### src/rtl/store_merge_unit_if.sv
// store_merge_unit_if: store request and word-wide data memory port bundle
interface store_merge_unit_if #(parameter int ADDR_WIDTH = 32);
    logic                  req_valid;
    logic                  req_ready;
    logic [ADDR_WIDTH-1:0] req_addr;
    logic [31:0]           req_data;
    logic [1:0]            StoreOp;
    logic [ADDR_WIDTH-1:0] mem_addr;
    logic                  mem_rd_en;
    logic [31:0]           mem_rdata;
    logic                  mem_wr_en;
    logic [31:0]           mem_wdata;
    logic                  done;
    logic                  err;
    modport master (
        output req_valid, req_addr, req_data, StoreOp, mem_rdata,
        input  req_ready, mem_addr, mem_rd_en, mem_wr_en, mem_wdata, done, err
    );
    modport slave (
        input  req_valid, req_addr, req_data, StoreOp, mem_rdata,
        output req_ready, mem_addr, mem_rd_en, mem_wr_en, mem_wdata, done, err
    );
endinterface

### src/rtl/store_merge_unit.sv
// store_merge_unit: byte/half/word stores to a word-only memory via read-modify-write; STORE_MISALIGN_CHECK_EN faults odd-address halfword stores
module store_merge_unit #(
    parameter int ADDR_WIDTH = 32
) (
    input logic             Clk,
    input logic             Reset,
    store_merge_unit_if.slave bus
);
    typedef enum logic [2:0] {IDLE, READ, MERGE, WRITE, FAULT} state_t;
    state_t                state, state_nxt;
    logic [ADDR_WIDTH-1:0] addr_q;
    logic [31:0]           word_q;
    logic                  byte_q;
    logic                  fault_req;
    logic [31:0]           mask;
    logic [31:0]           merged;
`ifdef STORE_MISALIGN_CHECK_EN
    assign fault_req = bus.StoreOp == 2'b11 || (bus.StoreOp == 2'b00 && bus.req_addr[0]);
`else
    assign fault_req = bus.StoreOp == 2'b11;
`endif
    assign mask   = byte_q ? 32'h0000_00FF << {addr_q[1:0], 3'b000} : 32'h0000_FFFF << {addr_q[1], 4'b0000};
    assign merged = (bus.mem_rdata & ~mask) | ((byte_q ? {4{word_q[7:0]}} : {2{word_q[15:0]}}) & mask);
    // state register
    always_ff @(posedge Clk) begin
        if (Reset) state <= IDLE;
        else       state <= state_nxt;
    end
    // latch the accepted request; word_q later holds the merged word for sub-word stores
    always_ff @(posedge Clk) begin
        if (Reset) begin
            addr_q <= '0;
            word_q <= '0;
            byte_q <= 1'b0;
        end else if (state == IDLE && bus.req_valid) begin
            addr_q <= bus.req_addr;
            word_q <= bus.req_data;
            byte_q <= bus.StoreOp == 2'b01;
        end else if (state == MERGE) begin
            word_q <= merged;
        end
    end
    // next state and outputs; everything is forced low while Reset is high
    always_comb begin
        state_nxt     = state;
        bus.req_ready = 1'b0;
        bus.mem_rd_en = 1'b0;
        bus.mem_wr_en = 1'b0;
        bus.mem_wdata = '0;
        bus.done      = 1'b0;
        bus.err       = 1'b0;
        bus.mem_addr  = state == IDLE ? '0 : {addr_q[ADDR_WIDTH-1:2], 2'b00};
        case (state)
            IDLE: begin
                bus.req_ready = 1'b1;
                if (bus.req_valid)
                    state_nxt = fault_req ? FAULT : bus.StoreOp == 2'b10 ? WRITE : READ;
            end
            READ: begin
                bus.mem_rd_en = 1'b1;
                state_nxt     = MERGE;
            end
            MERGE: state_nxt = WRITE;
            WRITE: begin
                bus.mem_wr_en = 1'b1;
                bus.mem_wdata = word_q;
                bus.done      = 1'b1;
                state_nxt     = IDLE;
            end
            FAULT: begin
                bus.done  = 1'b1;
                bus.err   = 1'b1;
                state_nxt = IDLE;
            end
            default: state_nxt = IDLE;
        endcase
        if (Reset) begin
            bus.req_ready = 1'b0;
            bus.mem_rd_en = 1'b0;
            bus.mem_wr_en = 1'b0;
            bus.mem_wdata = '0;
            bus.mem_addr  = '0;
            bus.done      = 1'b0;
            bus.err       = 1'b0;
        end
    end
endmodule

### src/flat_wrapper.sv
// flat-port wrapper written by rule: the top's interface ports become plain ports
module store_merge_unit_flat 
#(
    parameter int ADDR_WIDTH = 32
)
  (Clk, Reset, bus_req_valid, bus_req_addr, bus_req_data, bus_StoreOp, bus_mem_rdata, bus_req_ready, bus_mem_addr, bus_mem_rd_en, bus_mem_wr_en, bus_mem_wdata, bus_done, bus_err);
  store_merge_unit_if #(.ADDR_WIDTH(ADDR_WIDTH)) bus_i ();
  input logic Clk;
  input logic Reset;
  input wire logic [$bits(bus_i.req_valid)-1:0] bus_req_valid;
  input wire logic [$bits(bus_i.req_addr)-1:0] bus_req_addr;
  input wire logic [$bits(bus_i.req_data)-1:0] bus_req_data;
  input wire logic [$bits(bus_i.StoreOp)-1:0] bus_StoreOp;
  input wire logic [$bits(bus_i.mem_rdata)-1:0] bus_mem_rdata;
  output wire logic [$bits(bus_i.req_ready)-1:0] bus_req_ready;
  output wire logic [$bits(bus_i.mem_addr)-1:0] bus_mem_addr;
  output wire logic [$bits(bus_i.mem_rd_en)-1:0] bus_mem_rd_en;
  output wire logic [$bits(bus_i.mem_wr_en)-1:0] bus_mem_wr_en;
  output wire logic [$bits(bus_i.mem_wdata)-1:0] bus_mem_wdata;
  output wire logic [$bits(bus_i.done)-1:0] bus_done;
  output wire logic [$bits(bus_i.err)-1:0] bus_err;
  assign bus_i.req_valid = bus_req_valid;
  assign bus_i.req_addr = bus_req_addr;
  assign bus_i.req_data = bus_req_data;
  assign bus_i.StoreOp = bus_StoreOp;
  assign bus_i.mem_rdata = bus_mem_rdata;
  assign bus_req_ready = bus_i.req_ready;
  assign bus_mem_addr = bus_i.mem_addr;
  assign bus_mem_rd_en = bus_i.mem_rd_en;
  assign bus_mem_wr_en = bus_i.mem_wr_en;
  assign bus_mem_wdata = bus_i.mem_wdata;
  assign bus_done = bus_i.done;
  assign bus_err = bus_i.err;
  store_merge_unit #(.ADDR_WIDTH(ADDR_WIDTH)) u_core (.Clk(Clk), .Reset(Reset), .bus(bus_i));
endmodule
### config.mk
export PLATFORM = sky130hd
export DESIGN_NAME = store_merge_unit_flat
export DESIGN_NICKNAME = d
export VERILOG_FILES = /design/src/rtl/store_merge_unit_if.sv /design/src/rtl/store_merge_unit.sv /design/src/flat_wrapper.sv
export SDC_FILE = /design/constraint.sdc
export NUM_CORES = 1
export LEC_CHECK = 0
export CAP_MARGIN = 30
export CORE_UTILIZATION = 30
export CTS_BUF_LIST = sky130_fd_sc_hd__clkbuf_8
export DETAILED_ROUTE_END_ITERATION = 10
export PLACE_DENSITY = 0.6
export SLEW_MARGIN = 20
export SYNTH_ARGS = -nofsm -noshare
export SYNTH_HDL_FRONTEND = slang
export SYNTH_SLANG_ARGS = --single-unit
### constraint.sdc
create_clock -name Clk -period 1.8 [get_ports Clk]
set_input_delay 0.27 -clock Clk [delete_from_list [all_inputs] [get_ports Clk]]
set_output_delay 0.27 -clock Clk [all_outputs]
set_load 0.1 [all_outputs]
==> impl_metrics.csv <==
group,metric,value,unit
run_status,status,"finished with violations",
run_status,violations,"design-rule violations, negative setup slack",
worst_setup_path,crit_chain,"and4bb_2 > buf_12 > and2_2 > buf_12",
floorplanning,dieArea,0.0123,mm^2
clock_tree,clockRootBuffer,"clkbuf_8",
worst_setup_path,cpMostUsedCell,"buf_12",
power,peakVddDrop,0.314,mV
place,hpwl,9.30,mm
global_route,grt_pass1_vias,3836,
global_route,antenna_found_initial,0,
synthesis,synth_top_area_cell,"dfxtp_1",
floorplanning,die_w,111,um
power,seq_power_share,39.9,%
power,p_leak,2.59,nW
floorplanning,core_area,0.0115,mm^2
power,pwr-share-clk,29.4,%
route,ant_nets,0,
worst_setup_path,cp-end-kind,"primary output",
worst_setup_path,cpPeakStageDelay,370,ps
final_layout,area_delta_synth_final,85.5,%
synthesis,yosysSeqAreaShare,38.2,%
global_route,grt.total_usage,21.0,%
final_layout,design_area,0.00662,mm^2
sta,setup_violations,33,
floorplanning,start_util,31.0,%
worst_hold_path,worstHoldStart,"Reset",
route,vias_per_cell,5.22,
clock_tree,hold_buffers,0,
worst_hold_path,min_delay_path_depth,2,
power,power.share.combinational,30.7,%
synthesis,syn_area,0.00357,mm^2
floorplanning,row_count,39,
route,drc,36,
clock_tree,cts_sinks,68,
final_layout,num_antenna_cells,0,
clock_tree,numCtsBuffers,9,
route,vias,3944,
sta,setup-tns-final,-1720,ps
synthesis,yosysMostFrequentCell,"nand2_1",
floorplanning,die_h,111,um
sta,finalHoldViolations,0,
synthesis,synth-main-ff-cell,"dfxtp_1",
sta,fmax,534,MHz
route,wl_per_cell,17.2,um
synthesis,synth_area_leaders,"dfxtp_1, and2_1, nand2_1",
worst_setup_path,path_depth,4,
worst_setup_path,crit_required,1530,ps
worst_setup_path,rrSetupSlack,70,ps
power,power.switching,0.00145,W
global_route,grt_max_degree,35,
synthesis,netlist_top_cells_count,"nand2_1, dfxtp_1, and2_1",
place,io_buffers,167,
worst_setup_path,slowest_stage,"dfxtp_4",
global_route,grt_pass1_wl,20.6,mm
sta,rsz0062_at_grt,"yes",
worst_setup_path,setup.worst_path.class,"register to primary output",
run,max_cap_viol_count,0,
sta,fin_ws,-71.7,ps
final_layout,drive_above_1_share,34.1,%
worst_setup_path,crit_family,"simple AND/OR/NAND/NOR gates",
synthesis,synthCells,432,
synthesis,synth_top_cell_area_share,38.2,%
global_route,overflow,0,
route,routed_wl,13.0,mm
worst_hold_path,min_to,"u_core.state[2]$_SDFFE_PP0P_",
synthesis,synth-edff-count,0,
final_layout,nFillCells,1049,
clock_tree,insertion_delay,340,ps
place,placed_cell_area,0.00619,mm^2
sta,clock_skew,5.23,ps
worst_setup_path,startpoint_type,"register",
final_layout,multi_input_area,0.00214,mm^2
power,swShare,32.3,%
sta,post-route-period-util,104,%
clock_tree,cts_max_path_buffers,2,
synthesis,synth_warnings,0,
clock_tree,cts_tree,"built",
synthesis,avgSynthCellArea,8.26,um^2
final_layout,regArea,0.00137,mm^2
worst_setup_path,reg2reg_to,"u_core.word_q[9]$_SDFFE_PP0P_",
route,dr.first_iter.drc_count,226,
sta,period_needed,1870,ps
final_layout,fin_nets,709,
worst_setup_path,r2r_cells,7,
synthesis,synth_seq_cells,68,
worst_setup_path,path_max_fanout,34,
worst_setup_path,crit_arrival,1600,ps
worst_hold_path,hp-class,"primary input to register",
route,firstDrtPassIters,7,
synthesis,synth_cell_types,43,
place,gp_congestion,0.812,
worst_setup_path,rr_startpoint,"u_core.state[2]$_SDFFE_PP0P_",
worst_setup_path,cp_num_buf_inv,2,
power,intPower,0.00303,W
clock_tree,cts_max_level,3,
sta,maxSlewViolCount,0,
synthesis,async_reset_ff_share,0,%
floorplanning,pin_count,170,
power,power_density,677,mW/mm^2
clock_tree,path_clk_slew,70,ps
[worst register-to-register path: stages (launching register included)]
cell	delay [ps]
dfxtp_4	370
buf_4	140
buf_4	130
nor2_4	160
o21a_2	180
nor2_2	100
buf_8	190
a221o_1	350
[power groups by stage]
stage / registers, W / clock network [W] / logic (W)
finish: 0.00179 / 0.00132 / 0.00138
CTS: 0.00178 / 0.00134 / 0.00136
global placement: 0.00181 / 0 / 0.00125
detailed placement: 0.00182 / 0 / 0.00127
global route: 0.00181 / 0.00141 / 0.00147
floorplan: 0.00176 / 0 / 0.000794
[per-layer routing]
metal  global-route usage [%]  vias to the layer above  wire [um]
met4                     6.67                        0        238
met1                     26.4                     1844       5280
met5                        0                        -          0
met2                     33.7                      186       6010
met3                     7.05                       14       1460
li1                         -                     1900          -
[layout make-up]
| class | instances | area share (%) |
|---|---|---|
| Clock inverter | 5 | 0.775 |
| Timing Repair Buffer | 208 | 41.1 |
| Tap cell | 143 | 2.70 |
| Multi-Input combinational cell | 320 | 32.3 |
| Inverter | 1 | 0.0567 |
| Clock buffer | 11 | 2.29 |
| Sequential cell | 68 | 20.7 |
[logic make-up after synthesis]
family                 Yosys count  share of synthesized area [%]
AO/OA/AOI/OAI                  129                           26.1
buffers and inverters           45                           7.37
flip-flops                      68                           38.2
other                            1                          0.105
AND/OR/NAND/NOR                189                           28.3
[metrics by stage]
step           utilization, %  total power, W  hold WS (ps)  worst slack [ps]  std cells
2_1_floorplan               -         0.00255           406              -566        433
3_3_place_gp             53.8         0.00306           437              -214        725
3_5_place_dp             53.8         0.00309           442              -279        725
4_1_cts                  57.0         0.00449           286             -93.4        753
5_1_grt                  57.5         0.00469           308              -128        756
6_report                 57.5         0.00448           324             -71.7        756
[timing repair]
| action | 4_1_cts | 5_1_grt |
|---|---|---|
| resized for setup | 48 | 7 |
| pin swaps | 34 | 6 |
| buffers inserted | 9 | 2 |
| cloned | 3 | 0 |
| endpoints found under the hold margin | 0 | 0 |
| setup endpoints to repair | 89 | 81 |
[how the worst max path moves through the flow]
stage	startpoint	to	slack (ps)
2_1_floorplan	u_core.state[1]$_SDFFE_PP0P_	bus_done	-570
3_3_place_gp	bus_req_valid	u_core.word_q[30]$_SDFFE_PP0P_	-210
3_5_place_dp	bus_req_valid	u_core.word_q[9]$_SDFFE_PP0P_	-280
4_1_cts	u_core.state[2]$_SDFFE_PP0P_	bus_mem_wdata[0]	-90
5_1_grt	u_core.state[2]$_SDFFE_PP0P_	bus_mem_wdata[14]	-130
6_report	u_core.state[2]$_SDFFE_PP0P_	bus_mem_wdata[12]	-70
[cell usage in the layout, fill, tap and decap left out, types with 2 or more instances in the layout]
master and n:
a2bb2oi_1 8, nor4b_4 3, a22o_1 8, buf_12 70, inv_1 2, a221oi_1 8
a211oi_1 8, a2111oi_1 2, a2111oi_0 7, clkbuf_8 11, nor2_1 8, and2_4 42
conb_1 2, clkdlybuf4s50_1 99, clkinv_2 2, a221o_1 16, a21oi_1 42, dfxtp_4 3
dfxtp_1 65, buf_4 29, and2_2 21, nand2_1 74, nor2_4 2, nand2_2 2
nor3_1 17, nor2b_1 8, buf_6 8, o22ai_1 24
Power figures use the tool's default switching activity.
